`config.mk`:
```
export PLATFORM = sky130hd
export DESIGN_NAME = adc_trigger_capture
export DESIGN_NICKNAME = d
export VERILOG_FILES = /design/src/rtl/adc_cap_pkg.sv /design/src/rtl/capture_ram.sv /design/src/rtl/adc_trigger_capture.sv
export SDC_FILE = /design/constraint.sdc
export NUM_CORES = 1
export LEC_CHECK = 0
export ABC_AREA = 1
export CORE_MARGIN = 2
export CORE_UTILIZATION = 56
export CTS_CLUSTER_SIZE = 10
export DETAILED_ROUTE_END_ITERATION = 10
export HOLD_SLACK_MARGIN = 0.05
export PLACE_DENSITY = 0.7
export SLEW_MARGIN = 15
export SYNTH_ARGS = -nofsm -noshare
export SYNTH_HDL_FRONTEND = slang
export SYNTH_HIERARCHICAL = 1
export SYNTH_SLANG_ARGS = --single-unit
```
`constraint.sdc`:
```
create_clock -name clk -period 6.9 [get_ports clk]
set_input_delay 1.035 -clock clk [delete_from_list [all_inputs] [get_ports clk]]
set_output_delay 1.035 -clock clk [all_outputs]
set_load 0.05 [all_outputs]
```
`src/rtl/adc_cap_pkg.sv`:
```
// Shared types and constants for the ADC trigger/capture block.
// State encoding, default widths and address-width helper.
package adc_cap_pkg;

  typedef enum logic [1:0] {
    IDLE,
    ARMED,
    CAPTURE,
    SEND
  } state_t;

  localparam int         SAMPLE_W_DEF = 14;
  localparam int         DEPTH_DEF    = 64;
  localparam logic [7:0] HEADER_DEF   = 8'hA5;

  function automatic int addr_w(input int depth);
    return $clog2(depth);
  endfunction

endpackage

```
`src/rtl/capture_ram.sv`:
```
// Simple dual-port sample buffer, one write and one registered read.
// No reset so the array maps onto block RAM.
module capture_ram
  import adc_cap_pkg::*;
#(
  parameter int W     = SAMPLE_W_DEF,
  parameter int DEPTH = DEPTH_DEF,
  parameter int AW    = addr_w(DEPTH)
) (
  input  logic          clk,
  input  logic          we,
  input  logic [AW-1:0] waddr,
  input  logic [W-1:0]  wdata,
  input  logic [AW-1:0] raddr,
  output logic [W-1:0]  rdata
);

  logic [W-1:0] mem [DEPTH];

  always_ff @(posedge clk) begin
    if (we) mem[waddr] <= wdata;
    rdata <= mem[raddr];
  end

endmodule

```
`src/rtl/adc_trigger_capture.sv`:
```
// Threshold-triggered capture of delayed ADC samples, drained as a
// header-prefixed byte stream over valid/ready.
module adc_trigger_capture
  import adc_cap_pkg::*;
#(
  parameter int         SAMPLE_W = SAMPLE_W_DEF,
  parameter int         DEPTH    = DEPTH_DEF,
  parameter logic [7:0] HEADER   = HEADER_DEF
) (
  input  logic                clk,
  input  logic                rst_n,
  input  logic [SAMPLE_W-1:0] trig_in,
  input  logic [SAMPLE_W-1:0] sample_in,
  input  logic [SAMPLE_W-1:0] threshold,
  input  logic                arm,
  output logic [7:0]          tx_data,
  output logic                tx_valid,
  input  logic                tx_ready,
  output logic                busy,
  output logic                done
);

  localparam int AW = addr_w(DEPTH);
  localparam int IW = AW + 2;
  localparam logic [AW-1:0] WLAST = AW'(DEPTH - 1);
  localparam logic [IW-1:0] LAST  = IW'(2 * DEPTH + 1);

  state_t              state;
  logic [SAMPLE_W-1:0] thr_q;
  logic [SAMPLE_W-1:0] prev_q;
  logic [AW-1:0]       wr_cnt;
  logic [AW-1:0]       rd_addr;
  logic [IW-1:0]       idx;
  logic [7:0]          lo_q;
  logic [SAMPLE_W-1:0] rd_q;
  logic                crossing;
  logic                we;
  logic [AW-1:0]       waddr;
  logic                accept;

  assign crossing = (prev_q < thr_q) && (trig_in >= thr_q);
  assign we       = ((state == ARMED) && crossing) || (state == CAPTURE);
  assign waddr    = (state == CAPTURE) ? wr_cnt : '0;
  assign accept   = tx_valid && tx_ready;
  assign busy     = (state != IDLE);

  capture_ram #(
    .W     (SAMPLE_W),
    .DEPTH (DEPTH),
    .AW    (AW)
  ) u_ram (
    .clk   (clk),
    .we    (we),
    .waddr (waddr),
    .wdata (sample_in),
    .raddr (rd_addr),
    .rdata (rd_q)
  );

  // idx = next byte to load (0 header, odd hi, even lo); rd_q leads
  // by one sample, lo byte is parked in lo_q when the hi byte loads.
  always_ff @(posedge clk or negedge rst_n) begin
    if (!rst_n) begin
      state    <= IDLE;
      tx_data  <= '0;
      tx_valid <= 1'b0;
      done     <= 1'b0;
      thr_q    <= '0;
      prev_q   <= '0;
      wr_cnt   <= '0;
      rd_addr  <= '0;
      idx      <= '0;
      lo_q     <= '0;
    end else begin
      prev_q <= trig_in;
      done   <= 1'b0;
      unique case (state)
        IDLE: begin
          if (arm) begin
            thr_q <= threshold;
            state <= ARMED;
          end
        end
        ARMED: begin
          if (crossing) begin
            wr_cnt <= AW'(1);
            state  <= CAPTURE;
          end
        end
        CAPTURE: begin
          if (wr_cnt == WLAST) begin
            state    <= SEND;
            tx_data  <= HEADER;
            tx_valid <= 1'b1;
            idx      <= IW'(1);
          end else begin
            wr_cnt <= wr_cnt + 1'b1;
          end
        end
        SEND: begin
          if (done) begin
            state   <= IDLE;
            wr_cnt  <= '0;
            rd_addr <= '0;
            idx     <= '0;
          end else if (accept) begin
            if (idx == LAST) begin
              tx_valid <= 1'b0;
              done     <= 1'b1;
            end else if (idx[0]) begin
              tx_data <= 8'(rd_q >> 8);
              lo_q    <= rd_q[7:0];
              if (rd_addr != WLAST) rd_addr <= rd_addr + 1'b1;
              idx <= idx + 1'b1;
            end else begin
              tx_data <= lo_q;
              idx     <= idx + 1'b1;
            end
          end
        end
        default: state <= IDLE;
      endcase
    end
  end

endmodule

```
; ---- Word-level counts from Yosys, hierarchy flattened
; Memory sizes are Yosys's and may differ from the RTL's. A register that Yosys moved wholly into a read port is not among the register bits.
; Cells that the tools add are included.
; Widths: inputs -> output; s select.
[word_totals]
regBits = 68
ram_bits = 896
inputBits = 46
output_inout_bits = 11
mem_count = 1
[mem_list]
columns = memory, depth, word_bits, read_ports, rd_ports_with_merged_regs, wr, line_no
row1 = u_ram.mem, 64, 14, 1, 1, 1, capture_ram.sv:18  ; logic [W-1:0] mem [DEPTH];
[op_classes]
n_addsub = 3
n_lt_le_gt_ge = 2
n_eq_ne = 18
mux = 37
bitwise = 2
n_reduce_logical = 19
[ops]
columns = cell, n
row1 = $mux 8, 9
row2 = $mux 6, 9
row3 = $pmux 8 s2, 2
row4 = $reduce_and 5->1, 4
row5 = $ne 2x2->1 const B, 9
row6 = $pmux 6 s3, 1
row7 = $ge 14x14->1, 1
row8 = $lt 14x14->1, 1
row9 = $add 6x1->6 const B, 2
row10 = $reduce_and 4->1, 3
row11 = $mux 1, 10
row12 = $reduce_bool 2->1, 5
row13 = $add 8x1->8 const B, 1
row14 = $eq 8x8->1 const B, 1
row15 = $mux 2, 4
row16 = $pmux 2 s4, 1
row17 = $eq 6x6->1 const B, 1
row18 = $ne 3x3->1 const B, 2
row19 = $ne 6x6->1 const B, 1
row20 = $eq 2x2->1 const B, 2
row21 = $logic_and 1x1->1, 3
row22 = $reduce_bool 3->1, 1
row23 = $eq 2x1->1 const B, 1
row24 = $logic_not 2->1, 1
row25 = 5 further kinds, 6

; ---- Logic depth before layout (Yosys ltp)
; Gate-level depths: netlist (run 1).
[logic_depth]
ltp_word = 6
depth_mapped = 14

; ---- By module
; Netlist (run 1), hierarchy kept.
[modules_own_cells]
columns = module, n_inst, cells_each, area_each_um2, seq_area_each_um2
row1 = capture_ram, 1, 3088, 36905.4, 27186.1
row2 = adc_trigger_capture, 1, 445, 3828.7, 1701.6

; ---- Worst setup path before layout (run 1)
; OpenSTA, ideal clock, no wires.
[synth_timing]
kind = input to register
from = in trig_in[13]
to = mem u_ram/mem[48][0] (netlist name) (enable)
arrival_time_ns = 3.800
path_slack_ns = 2.678
cell_stages = 12
path_buffers = 1
cell_sequence = ha_1 -> nand2_1 -> inv_1 -> nand3_1 -> nor2_1 -> nand2_1 -> nand3_1 -> nand3_1 -> nand2_1 -> clkbuf_1 -> nand4_1 -> nor4_1
[synth_between]
elab_chain_len = 6
[synth_lines]
columns = element, line_no
row1 = from (decl), adc_trigger_capture.sv:12  ; input logic [SAMPLE_W-1:0] trig_in,
row2 = $ge 14x14->1, adc_trigger_capture.sv:41  ; assign crossing = (prev_q < thr_q) && (trig_in >= thr_q);
row3 = $logic_and 1x1->1, adc_trigger_capture.sv:41
row4 = $logic_and 1x1->1, adc_trigger_capture.sv:42  ; assign we = ((state == ARMED) && crossing) || (state == CAPTURE);
row5 = $logic_or 1x1->1, adc_trigger_capture.sv:42
row6 = named net we, adc_trigger_capture.sv:37  ; logic we;
row7 = $mux 1, capture_ram.sv:21  ; if (we) mem[waddr] <= wdata;
row8 = $mux 1 (not written as such), capture_ram.sv:21
row9 = to (decl), capture_ram.sv:18
; The timed path passes the listed nets, and every way through them passes these cells.

; ---- Worst setup path after layout (run 1)
[layout_timing]
from = in trig_in[13]
to = mem u_ram/mem[7][5] (netlist name) (enable)
; Same word-level chain as after synthesis.

==> results of run 1 <==
==> power groups by stage <==
| stage | clock network (mW) | registers (mW) | logic, mW |
|---|---|---|---|
| after floorplan | 0 | 6.95 | 3.78 |
| after global placement | 0 | 7.02 | 5.08 |
| after detailed placement | 0 | 7.02 | 5.13 |
| after CTS | 5.17 | 6.90 | 5.15 |
| after global routing | 5.37 | 6.93 | 5.72 |
| final | 5.10 | 6.90 | 5.22 |
==> cell usage in the layout, fill, tap and decap left out, drive strengths merged, types with 3 or more instances in the layout <==
cell type / instances
nand2: 1248
ha: 36
inv: 72
clkdlybuf4s50: 41
mux2: 9
o21ai: 15
clkinv: 3
a21oi: 27
dfrtp: 68
buf: 99
nor2: 101
xor2: 8
clkbuf: 142
nor3: 6
nand4: 27
o21a: 5
dfxtp: 14
edfxtp: 896
nor4: 8
o31ai: 7
nand3: 777
==> cell type report <==
| type | instances | area, µm² | share of cell area, % |
|---|---|---|---|
| Sequential cell | 978 | 28900 | 64.5 |
| Multi-Input combinational cell | 2278 | 10300 | 23.0 |
| Clock buffer | 142 | 2980 | 6.64 |
| Tap cell | 950 | 1190 | 2.65 |
| Timing Repair Buffer | 140 | 1130 | 2.52 |
| Inverter | 71 | 292 | 0.650 |
| Clock inverter | 4 | 46.3 | 0.103 |
==> flip-flops by register name, summed over array words and instances (netlist names) <==
signal       flops
done             1
lo_q             8
tx_valid         1
u_ram/mem      896
rd_addr          6
idx              8
state            2
wr_cnt           6
prev_q          14
u_ram/rdata     14
thr_q           14
tx_data          8
==> stage by stage <==
step	total power, mW	utilization [%]	hold slack [ns]	instances
3_3_place_gp	12.1	58.3	0.443	4417
2_1_floorplan	10.7	-	0.440	3533
5_1_grt	18.0	62.5	0.477	4563
4_1_cts	17.2	62.5	0.467	4563
3_5_place_dp	12.1	58.3	0.447	4417
6_report	17.2	62.5	0.464	4563
==> layer usage <==
layer	GRT usage, %	routed length [µm]	vias to the layer above
met5	0	11	-
met4	9.85	3940	2
met3	5.59	11200	232
met2	42.8	47400	1497
met1	40.9	42300	12700
li1	-	-	12400
==> worst max-delay path: stages <==
cell and delay [ns]:
sky130_fd_sc_hd__clkdlybuf4s50_1 0.43, sky130_fd_sc_hd__ha_1 0.31, sky130_fd_sc_hd__nand2_1 0.06, sky130_fd_sc_hd__inv_1 0.06
sky130_fd_sc_hd__nand3_1 0.14, sky130_fd_sc_hd__nor2_1 0.12, sky130_fd_sc_hd__nand2_1 0.06, sky130_fd_sc_hd__nand3_1 0.09
sky130_fd_sc_hd__nand3_1 0.11, sky130_fd_sc_hd__nand2_1 0.31, sky130_fd_sc_hd__nand4_1 0.93, sky130_fd_sc_hd__nor2_1 1.21
==> cells by family (layout without fill, tap and decap cells) <==
family	Yosys count	count (layout)	synth area share, %
XOR/XNOR	8	8	0.172
adder cells (fa/ha/maj)	36	36	1.11
multiplexers	9	9	0.249
flip-flops	978	978	70.9
AND/OR/NAND/NOR	2168	2168	22.7
buffers and inverters	277	357	3.96
AO/OA/AOI/OAI	57	57	0.888
==> worst max path at each step <==
stage                        to  slack [ns]  cells past startpoint
6_report        u_ram/mem[7][5]        2.29                     12
5_1_grt        u_ram/mem[62][7]        2.09                     12
4_1_cts        u_ram/mem[15][4]        2.30                     12
3_5_place_dp   u_ram/mem[15][4]        1.60                     12
3_3_place_gp   u_ram/mem[15][0]        1.71                     12
2_1_floorplan  u_ram/mem[48][0]        2.68                     12
==> results.md, run 1 <==
- The run finished with clean final reports.
- In this run the register-to-register setup slack is 2.70 ns.
- The overall die area is 74900 µm².
- The slew at the pin closest to its max-slew limit is 1.16 ns.
- Max-cap violations in this run came to 0.
- The async set or reset register ratio after synthesis is 6.95%.
- The data arrival time of the critical path is 4.90 ns.
- The number of I/O port buffers is 56.
- The final-stage net count is 3660.
- The sequential power share is 40.1%.
- The number of cells on the worst reg-to-reg path is 11.
- The largest area contributor in the synthesized netlist is sky130_fd_sc_hd__edfxtp_1.
- The number of nets in the synthesized netlist is 3615.
- Adding up every negative setup slack in the final design gives 0 ns.
- The number of antenna cells inserted is 0.
- The initial antenna violation count came to 1.
- The worst register-to-register path ends at u_ram/mem[7][5].
- The yosys synthesis warning count is 6.
- In this run the worst setup path begins at trig_in[13].
- The first global-routing pass estimated 157000 µm of wire.
- For this design the static power due to leakage is 16.6 nW.
- The clock sink count is 978.
- Clock skew on the completed layout was measured at 0.0194 ns.
- The cell-internal power is 11.1 mW.
- The leading cell type by number of instances after synthesis is sky130_fd_sc_hd__nand2_1.
- The reg-to-reg startpoint is thr_q[5].
- Buffers inserted during clock tree synthesis total 109.
- From left edge to right edge, the die measures 274 µm.
- In the routed layout, each cell is associated on average with a via count of 5.87.
- The number of synthesized register bits is 978.
- Synthesis handed over a netlist of 3533 instances.
- The number of flops mapped to enable cells by yosys is 896.
- A synthesized cell averages 11.5 µm².
- The most used flip-flop cell after synthesis is sky130_fd_sc_hd__edfxtp_1.
- Dividing the detail-routed wire length by the instance count gives 23.0 µm.
- The share of the synthesized area in the top cell type is 66.1%.
- The post-synthesis sequential area ratio is 70.9%.
- The via count of the first global-routing pass is 25200.
- The switching power is 6.16 mW.
- Global routing used 28.2% of the available tracks.
- The type of element launching the critical path is an input port.
- The endpoint of the worst hold path is lo_q[1].
- Measured along the y axis, the die boundary spans 274 µm.
- By area the synthesized netlist is led by sky130_fd_sc_hd__edfxtp_1, sky130_fd_sc_hd__nand2_1, sky130_fd_sc_hd__nand3_1.
- The number of core rows is 98.
- The number of gates resized after CTS was 0.
- Setup repair after global routing left no endpoint under its margin.
- The final global-route overflow total is 0.
- Buffers inserted to repair hold after CTS numbered 0.
- The count of unresolved DRC violations after routing is 0.
- The clock period minus worst slack is 4.61 ns.
- Clock-pin slew was measured on the worst setup and hold paths at 0.06 ns.
- The post-synthesis to final-layout area growth is 10.1%.
- STA puts the critical path data required time at 7.19 ns.
- The level count of the clock H-tree is 3.
- The finished cells cover 44800 µm².
- In this run the power density over the cells is 384 nW/µm².
- The total setup violations reported at the end of the flow is 0.
- After filler insertion, the fill cell instance count of the layout stands at 5516.
- The max-slew violation count is 0.
- The post-detailed-placement half-perimeter wirelength is 57400 µm.
- The startpoint of the lowest-slack hold path is u_ram/rdata[1].
- The cell area after synthesis is 40700 µm².
- The I/O pin total is 57.
- The final route contains 26800 vias.
- The relative contribution of combinational cells to total power is 30.3%.
- Entering global routing, the biggest net connects 179 pins.
- The switching share of total power is 35.8%.
- The final worst-path cycle share is 66.8%.
- Measured against its own limit, the worst slew margin works out to 22.4%.
- The count of final hold-check violations is 0.
- The core region area is 71700 µm².
- The detailed-route wire length is 105000 µm.
- The min-delay analysis places its worst path in the category reg2reg.
- The clock reaches the later pin of the worst-skew pair after 0.67 ns.
- The share of total power dissipated in the clock network is 29.6%.
- The tree is rooted in a sky130_fd_sc_hd__clkbuf_16.
- The setup path with the least slack is of type in2reg.
- In this run, the number of DRC markers left after iteration 0 of detailed routing was 3680.
- The minimum setup slack in the final design is 2.29 ns.
- For this configuration, the core starts out at a cell density of 56.8%.
- The commonest cells after synthesis are sky130_fd_sc_hd__nand2_1, sky130_fd_sc_hd__edfxtp_1, sky130_fd_sc_hd__nand3_1.
- At the placement stage, the worst setup path has a slack of 1.60 ns.
- The maximum clock rate is 217 MHz.
- The share of final-layout standard cells stronger than drive strength 1 is 7.67%.
- The peak fanout along the critical path is 14.
- Routability-driven placement finished with a final weighted congestion of 0.896.
- Counting along the longest clock path gives a buffer depth of 3.
- The kind of end point of the critical path is a flop.
- The placed instances occupy a cell area of 41800 µm².
- The maximum ir drop on the vdd rail is 0.300 mV.
- The cell count of the worst hold path is 1.
- The count of TritonRoute iterations in the first routing pass is 5.
- In this run the remaining antenna-violating nets after routing total 0.
- The synthesized netlist contains 39 unique library cells.
- Post-CTS timing repair inserted 0 buffers for setup.
- TritonCTS built the clock tree.
(Power assumes the default switching activity.)
==> inputs of run 2 (changes only) <==
- clock period: 6.9 -> 4.77 ns (I/O delays scaled with it)
==> run 2 against run 1 <==
Cell count grew 0.75%. Power grew 45%. Die area is the same. Combinational power grew 46%. Register-to-register slack lost 0.99 ns. Critical path type unchanged. Clock skew is essentially flat. Largest cell class unchanged. Sequential power grew 45%.
==> results.md, run 2 (same netlist as run 1, synthesis figures left out) <==
- The maximum ir drop on the vdd rail is 0.506 mV (+69%).
- The peak fanout along the critical path is 11 (-3).
- The switching share of total power is 36.3% (+0.54 points).
- The data arrival time of the critical path is 3.50 ns (-1.40 ns).
- The switching power is 9.04 mW (+47%).
- The number of gates given a new drive strength after cts is 0 (unchanged).
- The clock-pin slew on the worst setup and hold paths is 0.06 ns (about the same).
- The detailed-route wire length is 107000 µm (+1.9%).
- The post-synthesis to final-layout area growth is 10.6%.
- The number of violations of the max-capacitance limit came to 0 (unchanged).
- The core region area is 71700 µm² (unchanged).
- The power share of the clock group came to 29.0% (-0.6 points).
- The total placed instance area is 42100 µm² (+0.77%).
- The total setup violations reported at the end of the flow was 0 (unchanged).
- The final global-route overflow total is 0 (unchanged).
- Setup repair after global routing left no endpoint under its margin.
- The routed design could run at a clock period as short as 3.14 ns.
- The number of setup buffers added after CTS came to 0 (unchanged).
- The number of flip-flops under the largest register name is 896 (unchanged).
- The level count of the clock H-tree is 3 (unchanged).
- The buffers plus inverters on the worst setup path is 4 (+2).
- The I/O pin total is 57 (unchanged).
- The maximum root-to-sink buffer count was 3 (unchanged).
- Leaving out fill and tap cells, the most frequent cell in the layout is sky130_fd_sc_hd__nand2_1.
- The worst setup path is launched from an input port.
- STA classifies the critical path endpoint as a flop.
- The clock sink count is 978 (unchanged).
- The total global-route track usage is 28.6% (+0.39 points).
- The total negative slack was 0 ns (unchanged).
- The initial antenna violation count is 1 (unchanged).
- The cell-internal power is 15.9 mW (+43%).
- The final-stage net count was 3696 (+0.98%).
- The post-detailed-placement half-perimeter wirelength is 63000 µm (+9.6%).
- The tightest min-delay check is of the in2async type.
- The clock tree from TritonCTS is done.
- In the layout the commonest cells are sky130_fd_sc_hd__nand2_1, sky130_fd_sc_hd__edfxtp_1, sky130_fd_sc_hd__nand3_1.
- The hold slack is 0.146 ns (-0.318 ns).
- The total via count after detailed routing is 27200 (+1.7%).
- The share of final-layout standard cells stronger than drive strength 1 is 8.34% (+0.67 points).
- The via count of the first global-routing pass is 25900 (+3.0%).
- The remaining number of nets flagged by the antenna check after routing is 0 (unchanged).
- The relative contribution of combinational cells to total power is 30.7% (+0.4 points).
- The clock tree skew after final layout is 0.0190 ns (-0.000397 ns).
- The clock root buffer master is sky130_fd_sc_hd__clkbuf_16.
- The detailed-route vias per instance was 5.92 (+0.94%).
- The clock insertion delay at the later pin of the skew report is 0.68 ns (about the same).
- The most flop-heavy register is u_ram/mem.
- The last weighted congestion value of the routability-driven placer is 0.941 (+5.1%).
- Walking the worst path, the cells encountered are clkdlybuf4s50_1 -> ha_1 -> nand2_1 -> inv_1 -> nand3_1 -> nor2_1 -> nand2_1 -> nand3_1 -> nand3_1 -> nand2_1 -> nand4_1 -> buf_4 -> nor2_1 -> buf_4.
- The static leakage came to 16.8 nW (+0.97%).
- The overall die area is 74900 µm² (unchanged).
- The pin count of the biggest net entering global routing came to 179 (unchanged).
- The critical path start-end classification is in2reg.
- The slew at the pin closest to its max-slew limit was 1.13 ns (-0.0334 ns).
- The initial standard-cell utilization of the core is 56.8% (unchanged).
- The run finished with clean final reports.
- The final worst-path cycle share is 65.8%.
- The floorplan die height is 274 µm (unchanged).
- The max-slew violation count is 0 (unchanged).
- The count of TritonRoute iterations in the first routing pass is 7 (+2).
- The final routed wire length divided by cell count is 23.3 µm (+1.1%).
- The count of unresolved DRC violations after routing is 0 (unchanged).
- The iteration-0 DRC count of the detailed router came to 3457 (-6.1%).
- The count of hold buffers inserted by post-cts repair was 0 (unchanged).
- The number of core rows was 98 (unchanged).
- The wire length of the first global-routing pass is 158000 µm (+0.79%).
- The sequential power share is 40.3% (+0.2 points).
- The critical path's largest stage delay is 0.43 ns (-0.78 ns).
- The x dimension of the die was 274 µm (unchanged).
- On the critical path, the stage with the largest delay is an instance of sky130_fd_sc_hd__clkdlybuf4s50_1.
- The number of I/O port buffers is 56 (unchanged).
- The worst max-slew margin expressed relative to the limit is 24.9% (+2.5 points).
- The maximum clock rate is 319 MHz.
- The power per unit of standard cell area is 553 nW/µm² (+44%).
- The total clock buffers created by CTS was 109 (unchanged).
- The reg-to-reg startpoint is rd_addr[0].
- The kind of cell adding the most delay to the critical path is simple AND/OR/NAND/NOR gates.
- The data required time at the worst endpoint came to 5.14 ns (-2.05 ns).
- The post-route cell area is 45100 µm² (+0.50%).
- The worst setup path startpoint is trig_in[13].
- The count of final hold-check violations came to 0 (unchanged).
==> run 2: changes by cell type in the layout (fill, tap and decap cells not counted) <==
cell	change
sky130_fd_sc_hd__clkinv_2	-2
sky130_fd_sc_hd__buf_12	+4
sky130_fd_sc_hd__inv_6	+2
sky130_fd_sc_hd__inv_16	+2
sky130_fd_sc_hd__nor2_2	-5
sky130_fd_sc_hd__clkinv_1	+4
sky130_fd_sc_hd__clkbuf_8	-2
sky130_fd_sc_hd__clkbuf_1	-3
sky130_fd_sc_hd__nor2_1	+5
sky130_fd_sc_hd__clkbuf_16	-5
sky130_fd_sc_hd__buf_4	+32
sky130_fd_sc_hd__clkinv_8	+1
sky130_fd_sc_hd__diode_2	+1
==> run 2: per-layer routing <==
metal | track usage, % | up-vias | wire [µm]
met5 | 0 | - | 0
met4 | 12.1 | 0 | 4590
met3 | 5.28 | 262 | 10900
met2 | 44.8 | 1533 | 49600
met1 | 39.4 | 13000 | 41900
li1 | - | 12400 | -
==> run 2: layout make-up <==
type	count	area, µm²
sequential	978	28900
fill	5540	26700
multi-input combinational	2278	10300
clock buffer	132	2810
timing repair buffer	176	1450
tap	950	1190
inverter	71	292
clock inverter	11	125
antenna	1	2.50
==> run 2: per-stage QoR <==
stage | setup slack (ns) | total power [mW] | utilization, % | instances
after floorplan | 0.868 | 15.5 | - | 3533
after global placement | 1.05 | 17.6 | 58.7 | 4453
after detailed placement | 0.990 | 17.7 | 58.7 | 4453
after CTS | 1.69 | 24.9 | 62.8 | 4596
after global routing | 1.45 | 26.0 | 62.8 | 4596
final | 1.63 | 24.9 | 62.8 | 4597
==> run 2: final timing paths <==
| check | endpoint | slack (ns) | cells past startpoint |
|---|---|---|---|
| worst max-delay path | u_ram/mem[16][4] | 1.63 | 14 |
| worst min-delay path | idx[4] | 0.15 | 1 |
| max in group asynchronous | rd_addr[0] | 3.93 | 1 |
| min in group clk | lo_q[5] | 0.45 | 1 |
| worst max register to register | u_ram/rdata[3] | 1.71 | 10 |
| worst min register to register | lo_q[5] | 0.45 | 1 |
==> run 2: worst reg2reg max path, delay by kind of cell, from the launching register on <==
kind / cells / cell delay, ns
buf+inv: 2 / 1.19
simple gates: 8 / 1.17
flops: 1 / 0.62
==> run 2: power groups by stage <==
stage | Combinational [mW] | Clock [mW] | Sequential (mW)
2_1_floorplan | 5.46 | 0 | 10.1
3_3_place_gp | 7.41 | 0 | 10.2
3_5_place_dp | 7.48 | 0 | 10.2
4_1_cts | 7.52 | 7.31 | 10.0
5_1_grt | 8.31 | 7.63 | 10.1
6_report | 7.64 | 7.22 | 10.0
